==> src/rtl/bitinfo_xtasks_parser_pkg.sv <==
// Shared definitions for the bitinfo accelerator-table parser: schedule-data
// field layout, error codes, FSM state and field-phase encodings.
package OmpSsManager;

    // Schedule-data word: {ACCID[47:40], COUNT[39:32], TASK_TYPE[31:0]}
    localparam int SCHED_TASKTYPE_BITS    = 32;
    localparam int SCHED_DATA_TASKTYPE_L  = 0;
    localparam int SCHED_DATA_COUNT_L     = 32;
    localparam int SCHED_DATA_COUNT_BITS  = 8;
    localparam int SCHED_DATA_ACCID_L     = 40;
    localparam int SCHED_DATA_ACCID_BITS  = 8;

    localparam logic [31:0] BITINFO_TERMINATOR = 32'hFFFF_FFFF;
    localparam logic [7:0]  ASCII_ZERO         = 8'h30;
    localparam logic [7:0]  ASCII_NINE         = 8'h39;

    typedef enum logic [1:0] {
        ERR_BAD_CHAR       = 2'd0,
        ERR_TOO_MANY_TYPES = 2'd1,
        ERR_TOO_MANY_ACCS  = 2'd2,
        ERR_ZERO_ACCS      = 2'd3
    } err_code_e;

    typedef enum logic [3:0] {
        ST_IDLE,
        ST_FETCH,
        ST_WAIT,
        ST_PARSE_TYPE,
        ST_PARSE_CNT,
        ST_CHECK_END,
        ST_WRITE,
        ST_DONE,
        ST_ERR
    } parse_state_e;

    // Which part of an entry the word in flight belongs to.
    typedef enum logic [1:0] {
        FLD_HEAD,
        FLD_TYPE,
        FLD_CNT
    } field_e;

    function automatic logic is_ascii_digit(input logic [7:0] c);
        return (c >= ASCII_ZERO) && (c <= ASCII_NINE);
    endfunction

endpackage

==> src/rtl/bitinfo_xtasks_parser_digit_acc.sv <==
// Decimal accumulator step: acc*10 + digit and ASCII digit check, purely combinational.
// Zero latency; no flow control, the caller decides when to commit acc_o.
module bitinfo_digit_acc
    import OmpSsManager::*;
#(
    parameter int WIDTH = 64
) (
    input  logic [WIDTH-1:0] acc_i,
    input  logic [7:0]       char_i,
    output logic [WIDTH-1:0] acc_o,
    output logic             ok_o
);

    logic [7:0] digit;

    assign digit = char_i - ASCII_ZERO;
    assign ok_o  = is_ascii_digit(char_i);
    // Multiply by ten as shift-add keeps this a single adder tree.
    assign acc_o = (acc_i << 3) + (acc_i << 1) + WIDTH'(digit);

endmodule

==> src/rtl/bitinfo_xtasks_parser.sv <==
// Walks the ASCII bitinfo accelerator table and fills the scheduler type memory.
// One word read per FETCH with RD_LAT wait; one char per cycle; no backpressure on either port.
module bitinfo_xtasks_parser
    import OmpSsManager::*;
#(
    parameter int MAX_ACCS        = 16,
    parameter int MAX_ACC_TYPES   = 16,
    parameter int ACC_TYPE_BITS   = $clog2(MAX_ACC_TYPES),
    parameter int SCHED_DATA_BITS = 48,
    parameter int TYPE_DIGITS     = 19,
    parameter int NUM_DIGITS      = 3,
    parameter int HDR_WORDS       = 9,
    parameter int SKIP_WORDS      = 9,
    parameter int RD_LAT          = 1,
    parameter int AUTO_START      = 1
) (
    input  logic                        clk,
    input  logic                        rstn,
    input  logic                        start,
    output logic                        busy,
    output logic                        done,
    output logic                        error,
    output logic [1:0]                  err_code,
    output logic [ACC_TYPE_BITS:0]      num_types,
    output logic [$clog2(MAX_ACCS):0]   num_accs,
    output logic [31:0]                 bitinfo_addr,
    output logic                        bitinfo_en,
    input  logic [31:0]                 bitinfo_dout,
    output logic [ACC_TYPE_BITS-1:0]    scheduleData_portA_addr,
    output logic                        scheduleData_portA_en,
    output logic [SCHED_DATA_BITS-1:0]  scheduleData_portA_din
);

    localparam int NA_BITS   = $clog2(MAX_ACCS) + 1;
    localparam int CNT_BITS  = $clog2(10**NUM_DIGITS);
    localparam int MAX_DIGS  = (TYPE_DIGITS > NUM_DIGITS) ? TYPE_DIGITS : NUM_DIGITS;
    localparam int DIG_BITS  = $clog2(MAX_DIGS + 1);
    localparam int LAT_BITS  = $clog2(RD_LAT + 1);

    localparam logic [DIG_BITS-1:0]      TYPE_LAST  = DIG_BITS'(TYPE_DIGITS - 1);
    localparam logic [DIG_BITS-1:0]      CNT_LAST   = DIG_BITS'(NUM_DIGITS - 1);
    localparam logic [ACC_TYPE_BITS:0]   TYPES_FULL = (ACC_TYPE_BITS+1)'(MAX_ACC_TYPES);
    localparam logic [LAT_BITS-1:0]      LAT_INIT   = LAT_BITS'(RD_LAT - 1);

    parse_state_e                state_q;
    field_e                      fld_q;
    err_code_e                   err_code_q;
    logic [29:0]                 ptr_q;
    logic [31:0]                 word_q;
    logic [1:0]                  byte_q;
    logic [DIG_BITS-1:0]         dig_q;
    logic [LAT_BITS-1:0]         lat_q;
    logic [63:0]                 type_acc_q;
    logic [CNT_BITS-1:0]         cnt_acc_q;
    logic [ACC_TYPE_BITS:0]      num_types_q;
    logic [NA_BITS-1:0]          num_accs_q;
    logic                        busy_q;
    logic                        done_q;
    logic                        error_q;
    logic                        en_q;
    logic                        auto_q;
    logic                        sched_en_q;
    logic [ACC_TYPE_BITS-1:0]    sched_addr_q;
    logic [SCHED_DATA_BITS-1:0]  sched_din_q;
    logic [SCHED_DATA_BITS-1:0]  sched_din_d;

    logic [7:0]          cur_char;
    logic [63:0]         type_acc_nxt;
    logic [CNT_BITS-1:0] cnt_acc_nxt;
    logic                type_ok;
    logic                cnt_ok;
    logic [31:0]         accs_sum;

    assign cur_char = word_q[{byte_q, 3'b000} +: 8];
    assign accs_sum = 32'(num_accs_q) + 32'(cnt_acc_q);

    bitinfo_digit_acc #(.WIDTH(64)) u_type_acc (
        .acc_i  (type_acc_q),
        .char_i (cur_char),
        .acc_o  (type_acc_nxt),
        .ok_o   (type_ok)
    );

    bitinfo_digit_acc #(.WIDTH(CNT_BITS)) u_cnt_acc (
        .acc_i  (cnt_acc_q),
        .char_i (cur_char),
        .acc_o  (cnt_acc_nxt),
        .ok_o   (cnt_ok)
    );

    always_comb begin
        sched_din_d = '0;
        sched_din_d[SCHED_DATA_ACCID_L +: SCHED_DATA_ACCID_BITS]   = SCHED_DATA_ACCID_BITS'(num_accs_q);
        sched_din_d[SCHED_DATA_COUNT_L +: SCHED_DATA_COUNT_BITS]   = SCHED_DATA_COUNT_BITS'(cnt_acc_q - 1'b1);
        sched_din_d[SCHED_DATA_TASKTYPE_L +: SCHED_TASKTYPE_BITS]  = type_acc_q[SCHED_TASKTYPE_BITS-1:0];
    end

    always_ff @(posedge clk or negedge rstn) begin
        if (!rstn) begin
            state_q      <= ST_IDLE;
            fld_q        <= FLD_HEAD;
            err_code_q   <= ERR_BAD_CHAR;
            ptr_q        <= '0;
            word_q       <= '0;
            byte_q       <= '0;
            dig_q        <= '0;
            lat_q        <= '0;
            type_acc_q   <= '0;
            cnt_acc_q    <= '0;
            num_types_q  <= '0;
            num_accs_q   <= '0;
            busy_q       <= 1'b0;
            done_q       <= 1'b0;
            error_q      <= 1'b0;
            en_q         <= 1'b0;
            auto_q       <= (AUTO_START != 0);
            sched_en_q   <= 1'b0;
            sched_addr_q <= '0;
            sched_din_q  <= '0;
        end else begin
            en_q       <= 1'b0;
            sched_en_q <= 1'b0;
            case (state_q)
                ST_IDLE, ST_DONE, ST_ERR: begin
                    if (start || auto_q) begin
                        auto_q      <= 1'b0;
                        done_q      <= 1'b0;
                        error_q     <= 1'b0;
                        err_code_q  <= ERR_BAD_CHAR;
                        num_types_q <= '0;
                        num_accs_q  <= '0;
                        ptr_q       <= 30'(HDR_WORDS);
                        fld_q       <= FLD_HEAD;
                        byte_q      <= '0;
                        dig_q       <= '0;
                        type_acc_q  <= '0;
                        cnt_acc_q   <= '0;
                        busy_q      <= 1'b1;
                        en_q        <= 1'b1;
                        state_q     <= ST_FETCH;
                    end
                end
                ST_FETCH: begin
                    lat_q   <= LAT_INIT;
                    state_q <= ST_WAIT;
                end
                ST_WAIT: begin
                    if (lat_q == '0) begin
                        word_q <= bitinfo_dout;
                        ptr_q  <= ptr_q + 30'd1;
                        byte_q <= '0;
                        case (fld_q)
                            FLD_HEAD: state_q <= ST_CHECK_END;
                            FLD_TYPE: state_q <= ST_PARSE_TYPE;
                            default:  state_q <= ST_PARSE_CNT;
                        endcase
                    end else begin
                        lat_q <= lat_q - 1'b1;
                    end
                end
                ST_PARSE_TYPE: begin
                    if (!type_ok) begin
                        err_code_q <= ERR_BAD_CHAR;
                        error_q    <= 1'b1;
                        busy_q     <= 1'b0;
                        state_q    <= ST_ERR;
                    end else begin
                        type_acc_q <= type_acc_nxt;
                        // Count field always starts on a fresh word.
                        if (dig_q == TYPE_LAST) begin
                            dig_q   <= '0;
                            fld_q   <= FLD_CNT;
                            en_q    <= 1'b1;
                            state_q <= ST_FETCH;
                        end else begin
                            dig_q <= dig_q + 1'b1;
                            if (byte_q == 2'd3) begin
                                en_q    <= 1'b1;
                                state_q <= ST_FETCH;
                            end else begin
                                byte_q <= byte_q + 1'b1;
                            end
                        end
                    end
                end
                ST_PARSE_CNT: begin
                    if (!cnt_ok) begin
                        err_code_q <= ERR_BAD_CHAR;
                        error_q    <= 1'b1;
                        busy_q     <= 1'b0;
                        state_q    <= ST_ERR;
                    end else begin
                        cnt_acc_q <= cnt_acc_nxt;
                        if (dig_q == CNT_LAST) begin
                            dig_q   <= '0;
                            state_q <= ST_CHECK_END;
                        end else begin
                            dig_q <= dig_q + 1'b1;
                            if (byte_q == 2'd3) begin
                                en_q    <= 1'b1;
                                state_q <= ST_FETCH;
                            end else begin
                                byte_q <= byte_q + 1'b1;
                            end
                        end
                    end
                end
                ST_CHECK_END: begin
                    if (fld_q == FLD_HEAD) begin
                        if (word_q == BITINFO_TERMINATOR) begin
                            done_q  <= 1'b1;
                            busy_q  <= 1'b0;
                            state_q <= ST_DONE;
                        end else if (num_types_q == TYPES_FULL) begin
                            err_code_q <= ERR_TOO_MANY_TYPES;
                            error_q    <= 1'b1;
                            busy_q     <= 1'b0;
                            state_q    <= ST_ERR;
                        end else begin
                            fld_q   <= FLD_TYPE;
                            state_q <= ST_PARSE_TYPE;
                        end
                    end else if (cnt_acc_q == '0) begin
                        err_code_q <= ERR_ZERO_ACCS;
                        error_q    <= 1'b1;
                        busy_q     <= 1'b0;
                        state_q    <= ST_ERR;
                    end else if (accs_sum > 32'(MAX_ACCS)) begin
                        err_code_q <= ERR_TOO_MANY_ACCS;
                        error_q    <= 1'b1;
                        busy_q     <= 1'b0;
                        state_q    <= ST_ERR;
                    end else begin
                        sched_en_q   <= 1'b1;
                        sched_addr_q <= num_types_q[ACC_TYPE_BITS-1:0];
                        sched_din_q  <= sched_din_d;
                        state_q      <= ST_WRITE;
                    end
                end
                ST_WRITE: begin
                    num_types_q <= num_types_q + 1'b1;
                    num_accs_q  <= num_accs_q + NA_BITS'(cnt_acc_q);
                    ptr_q       <= ptr_q + 30'(SKIP_WORDS);
                    fld_q       <= FLD_HEAD;
                    byte_q      <= '0;
                    dig_q       <= '0;
                    type_acc_q  <= '0;
                    cnt_acc_q   <= '0;
                    en_q        <= 1'b1;
                    state_q     <= ST_FETCH;
                end
                default: begin
                    busy_q  <= 1'b0;
                    state_q <= ST_IDLE;
                end
            endcase
        end
    end

    assign busy                    = busy_q;
    assign done                    = done_q;
    assign error                   = error_q;
    assign err_code                = err_code_q;
    assign num_types               = num_types_q;
    assign num_accs                = num_accs_q;
    assign bitinfo_addr            = {ptr_q, 2'b00};
    assign bitinfo_en              = en_q;
    assign scheduleData_portA_addr = sched_addr_q;
    assign scheduleData_portA_en   = sched_en_q;
    assign scheduleData_portA_din  = sched_din_q;

endmodule

==> config.mk <==
export PLATFORM = sky130hd
export DESIGN_NAME = bitinfo_xtasks_parser
export DESIGN_NICKNAME = d
export VERILOG_FILES = /design/src/rtl/bitinfo_xtasks_parser_pkg.sv /design/src/rtl/bitinfo_xtasks_parser_digit_acc.sv /design/src/rtl/bitinfo_xtasks_parser.sv
export SDC_FILE = /design/constraint.sdc
export NUM_CORES = 1
export LEC_CHECK = 0
export BUFFER_PORTS_ARGS = -buffer_cell sky130_fd_sc_hd__buf_2
export CAP_MARGIN = 20
export CORE_AREA = 4 4 148 150
export CTS_CLUSTER_SIZE = 14
export DETAILED_ROUTE_END_ITERATION = 16
export DIE_AREA = 0 0 152 154
export PLACE_DENSITY = 0.88
export SYNTH_ARGS = -nofsm -noshare
export SYNTH_HDL_FRONTEND = slang
export SYNTH_SLANG_ARGS = --single-unit
==> constraint.sdc <==
create_clock -name clk -period 3.7 [get_ports clk]
set_input_delay 0 -clock clk [delete_from_list [all_inputs] [get_ports clk]]
set_output_delay 0 -clock clk [all_outputs]
set_load 0.05 [all_outputs]
# [Word-level counts from Yosys, hierarchy flattened]
# Cells that the tools add are included.
[totals] reg_bits=185 wordCells=189 out_inout_bits=101 in_bits=35
[op_classes] n_eq_ne=30 add_sub_neg=14 n_reduce_logical=32 shift=1 n_mux=84 order_cmp=3 n_bitwise=5
[ops] op="one-hot mux 32 bit (3 select lines)" n=1
[ops] op="one-hot mux 30 bit (3 select lines)" n=1
[ops] op="two-way mux 32 bit" n=2
[ops] op="two-way mux 30 bit" n=2
[ops] op="two-way mux 4 bit" n=12
[ops] op="two-way mux 2 bit" n=18
[ops] op="adder 32 bit" n=1
[ops] op="adder 32 x 8 -> 32 bit" n=1
[ops] op="== test 32 bit, second input constant" n=1
[ops] op="indexed part select 32 x 6 -> 8 bit" n=1
[ops] op="adder 30 x 1 -> 30 bit, second input constant" n=1
[ops] op="adder 30 x 4 -> 30 bit, second input constant" n=1
[ops] op="one-hot mux 10 bit (3 select lines)" n=1
[ops] op="one-hot mux 4 bit (7 select lines)" n=1
[ops] op="two-way mux 1 bit" n=27
[ops] op="two-way mux 5 bit" n=5
[ops] op="inequality test 2 bit, second input constant" n=12
[ops] op="two-way mux 10 bit" n=2
[ops] op="one-hot mux 5 bit (2 select lines)" n=2
[ops] op="one-hot mux 5 bit (4 select lines)" n=1
[ops] op="== test 4 x 3 -> 1 bit, second input constant" n=4
[ops] op="AND reduction 7 bit" n=2
[ops] op="AND reduction 4 bit" n=3
[ops] op="nonzero test 3 bit" n=4
[ops] op="other kinds (43)" n=63

# [Logic depth before layout (Yosys ltp)]
[logic_depth] ltp_word=6 mapped_depth=14 ltp_nobuf=13

# [Cells and area by module]
# Synthesis repeated with hierarchy kept, for this count alone.
[hier_totals] hier_cells=1503 area_unflattened_um2=15013.1
[modules_own_cells] module="bitinfo_xtasks_parser" cells_each=804 seq_area_each_um2=5406.4 instances=1 area_each_um2=9760.6
[modules_own_cells] module="bitinfo_digit_acc (u_type_acc)" cells_each=635 seq_area_each_um2=0.0 instances=1 area_each_um2=4713.3
[modules_own_cells] module="bitinfo_digit_acc (u_cnt_acc)" cells_each=64 seq_area_each_um2=0.0 instances=1 area_each_um2=539.3

# [Worst setup path before layout]
# Ideal clock, no wire load.
[synth_path] path_kind="register to register" start="register byte_q[0]" end="register type_acc_q[31]" path_buffers=1 required_time_ps=3634 path_slack_ps=-188 period_less_slack_ps=3888 setup_ps=66 path_stages_with_launch=15 t_arrival_ps=3822 cell_sequence="dfrtp_1 -> buf_6 -> mux4_2 -> ha_1 -> xnor2_1 -> fa_1 -> ha_1 -> nor2_1 -> nor3_1 -> a21o_1 -> a2111oi_4 -> o31a_2 -> o21ai_2 -> a2111o_1 -> nand2_1"
[synth_via] elab_chain_len=5 elab_cells_between_ends=10 cone_classes="add/sub: 2; order compare: 2; eq/ne: 1; shift: 1; mux: 2; reduce/logical: 2"
[synth_lines] element="start: declaration" line="bitinfo_xtasks_parser.sv:50" source="logic [1:0] byte_q;"
[synth_lines] element="start signal: assignment" line="bitinfo_xtasks_parser.sv:181" source="byte_q <= byte_q + 1'b1;"
[synth_lines] element="start signal: assignment" line="bitinfo_xtasks_parser.sv:203" source="byte_q <= byte_q + 1'b1;"
[synth_lines] element="indexed part select 32 x 6 -> 8 bit (*)" line="bitinfo_xtasks_parser.sv:74" source="assign cur_char = word_q[{byte_q, 3'b000} +: 8];"
[synth_lines] element="subtractor 8 x 6 -> 8 bit, or another cell as far along" line="bitinfo_xtasks_parser_digit_acc.sv:16" source="assign digit = char_i - ASCII_ZERO;"
[synth_lines] element="adder 32 x 8 -> 32 bit or logical AND 1 bit (tied branches)" line="bitinfo_xtasks_parser_digit_acc.sv:19, bitinfo_xtasks_parser_pkg.sv:44"
[synth_lines] element="two-way mux 32 bit or inequality test 2 bit (tied branches)"
[synth_lines] element="one-hot mux 32 bit (3 select lines) or AND reduction 3 bit (tied branches)"
[synth_lines] element="end signal: assignment" line="bitinfo_xtasks_parser.sv:168" source="type_acc_q <= type_acc_nxt;"
[synth_lines] element="end: declaration" line="bitinfo_xtasks_parser.sv:53" source="logic [63:0] type_acc_q;"
# Mark *: on every way between the ends. The rest lies on a longest branch, timed or not. The select of a mux whose other input is x is not followed.
# A chain may end at the register's enable or synchronous reset.

# [Worst setup path after layout]
# Ends and elaborated chain as after synthesis.

==> results by group <==
Outcome
  • Status: complete, but fails checks
  • Violated checks: negative setup slack

Setup path
  • Crit path kind: reg -> reg
  • RR Startpoint: byte_q[0]
  • CP max FO: 4
  • Reg-to-reg slack, setup: -0.16 ns
  • Crit end category: register
  • Reg2Reg Depth: 13
  • Reg2reg end: type_acc_q[31]
  • Worst EP arrival: 4.24 ns
  • Required @ worst endpoint: 4.08 ns
  • Critical Path Source Type: register

Layout
  • Layout cell share with drive strength beyond 1: 27.0%
  • FF/Latch Area: 4610 sq um
  • Final net count: 1427
  • Commonest non-fill, non-tap cell in the layout: nand2_1
  • Final core utilization: 64.7%
  • Most frequent cells in the layout: nand2_1, dfrtp_1, buf_2
  • Multi-input gate area: 6040 sq um
  • Finished layout cell area: 13400 sq um
  • Area delta synth->final: 24.7%
  • Ant. Diodes: 0
  • Fill cells: 1533

Floorplan
  • Die Span X: 152 um
  • Initial Util: 51.9%
  • Die area: 23400 sq um
  • Total I/O pin count: 136
  • Core box area: 20700 sq um
  • Cell Rows: 53
  • Die Span Y: 154 um

Logic synthesis
  • Number of synthesized flops with an enable pin: 0
  • Mapped Cells: 1083
  • FF+latch count, synth: 184
  • Post-synth top flop: dfrtp_1
  • Syn. warnings: 0
  • Cell Area, Synth: 10700 sq um
  • Asr flop ratio synth: 100%
  • Netlist cell types: 85
  • Seq/Total Area, Yosys: 42.9%
  • Synth Area per Inst: 9.91 sq um

STA
  • Worst Skew: 0.00866 ns
  • Final setup violation count: 9
  • Slew @ Worst Pin: 0.934 ns
  • Setup WS post-layout: -0.162 ns
  • Hold_ws: 0.00785 ns
  • Slew HR: 36.9%
  • Max Slew Vio Count: 0
  • Fin. Hold Viols: 0
  • Max Fclk: 259 MHz
  • RSZ-0062 raised after global routing: yes
  • Period utilization: 104%
  • Tmin final: 3.86 ns

CTS
  • Clock Latency Late Sink: 0.44 ns
  • CTS tree: built
  • Clk root buf: clkbuf_16
  • Clk buf depth: 2
  • Htree depth: 4
  • Sink Count: 184
  • CTS clk-pin slew, worst paths: 0.07 ns
  • CTS buffer count: 17

Global routing
  • Gr ovfl total: 0
  • First-pass GRT wire length: 46900 um
  • Pin count of the biggest net entering global routing: 100
  • Initial antenna violation count: 0
  • Vias in the first global route: 9529
  • Global Route Usage Sum: 24.3%

Detailed routing
  • Via count: 9362
  • Initial DRC count: 805
  • DRC viols: 0
  • Drt first pass iters: 6
  • Post-Route WL: 29000 um
  • Via/cell ratio: 5.90
  • Drt wl/cell: 18.3 um
  • Post-route ant nets: 0

Worst hold path
  • Hold path endpoint: state_q[0]
  • Worst hold path type: in -> reg
  • Worst hold path depth: 3
  • Hold_sp: start

Placement
  • DP Worst Slack: -0.331 ns
  • Routability cong.: 0.932
  • Post-DP HPWL: 19300 um
  • Placed Area: 12000 sq um
  • IO buf count: 130

Power
  • Peak supply drop: 395 uV
  • Total design power: 0.00812 W
  • Pwr dens: 607 nW/um^2
  • Lkg Pwr: 6.80 nW

Run
  • Max-Cap Viols: 0
==> logic make-up after synthesis <==
family	Yosys count	share of synthesized area (%)
other	1	0.0349
buffers and inverters	85	3.82
AOI/OAI and AO/OA	235	14.8
DFF	184	42.9
adders and majority gates	92	11.6
muxes	46	5.61
xor gates and xnor gates	50	4.08
and+or+nand+nor	390	17.1
==> final cells by class <==
class | count | area share [%]
clock buffer | 17 | 3.18
clock inverter | 15 | 1.55
inverter | 40 | 1.12
multi-input combinational | 818 | 45.2
sequential | 184 | 34.4
tap | 275 | 2.57
timing repair buffer | 239 | 12.0
==> what timing repair did <==
action	in CTS	in global routing
setup endpoints to repair	19	20
resized for setup	34	28
hold endpoints to repair	128	0
pin swaps	28	41
hold buffers	33	0
buffers inserted	7	6
==> synth_stat cells, types with 18 or more instances <==
| master | number | area [sq um] |
|---|---|---|
| mux2_2 | 33 | 372 |
| dfrtp_1 | 183 | 4580 |
| a21oi_1 | 43 | 215 |
| o21ai_0 | 70 | 350 |
| nand2_1 | 195 | 732 |
| a21o_1 | 18 | 135 |
| buf_2 | 19 | 95.1 |
| inv_1 | 39 | 146 |
| xor2_1 | 30 | 263 |
| nor2_1 | 54 | 203 |
| nand3_1 | 28 | 140 |
| xnor2_1 | 20 | 175 |
| ha_1 | 79 | 988 |
==> state kept, by name, summed over array words and instances (netlist names) <==
name                     flops
state_q                      4
ptr_q                       30
done                         1
scheduleData_portA_en        1
num_types                    5
err_code                     2
fld_q                        2
byte_q                       2
auto_q                       1
dig_q                        5
num_accs                     5
busy                         1
word_q                      32
type_acc_q                  32
scheduleData_portA_din      45
bitinfo_en                   1
cnt_acc_q                   10
error                        1
scheduleData_portA_addr      4
==> routing by layer <==
metal / GRT usage, % / up-vias / part of all wire [%]
met4: 10.9 / 0 / 3.7
met5: 0 / - / 0
li1: - / 4266 / -
met3: 4.62 / 108 / 6.2
met1: 29.3 / 4594 / 39
met2: 42.3 / 394 / 51
==> worst max-delay path: stages (launching register included) <==
cell and delay, ns:
dfrtp_2 0.43, mux4_2 0.61, ha_4 0.32, fa_1 0.41, ha_1 0.25, buf_4 0.16, nor2_1 0.17, o21ai_2 0.09
a21o_1 0.24, a2111oi_4 0.40, o31a_2 0.22, o21ai_2 0.06, a2111o_1 0.38, nand2_1 0.07
==> report_power, final <==
| part | switching, W | leakage, nW | internal (W) |
|---|---|---|---|
| sequential | 0.000329 | 2.48 | 0.00230 |
| clock | 0.000867 | 0.304 | 0.00109 |
| combinational | 0.00193 | 4.01 | 0.00160 |
==> metrics by stage <==
| stage | std cells | setup TNS, ns |
|---|---|---|
| after floorplan | 1087 | -0.0165 |
| after global placement | 1511 | -0.736 |
| after detailed placement | 1511 | -3.07 |
| after CTS | 1583 | -0.275 |
| after global routing | 1588 | -2.79 |
| final | 1588 | -0.580 |
==> how the worst max path moves through the flow <==
stage,endpoint,start
2_1_floorplan,type_acc_q[31],byte_q[0]
3_3_place_gp,type_acc_q[31],byte_q[0]
6_report,type_acc_q[31],byte_q[0]
3_5_place_dp,type_acc_q[28],byte_q[0]
5_1_grt,type_acc_q[25],byte_q[0]
4_1_cts,type_acc_q[31],byte_q[0]
(Power assumes the default switching activity.)
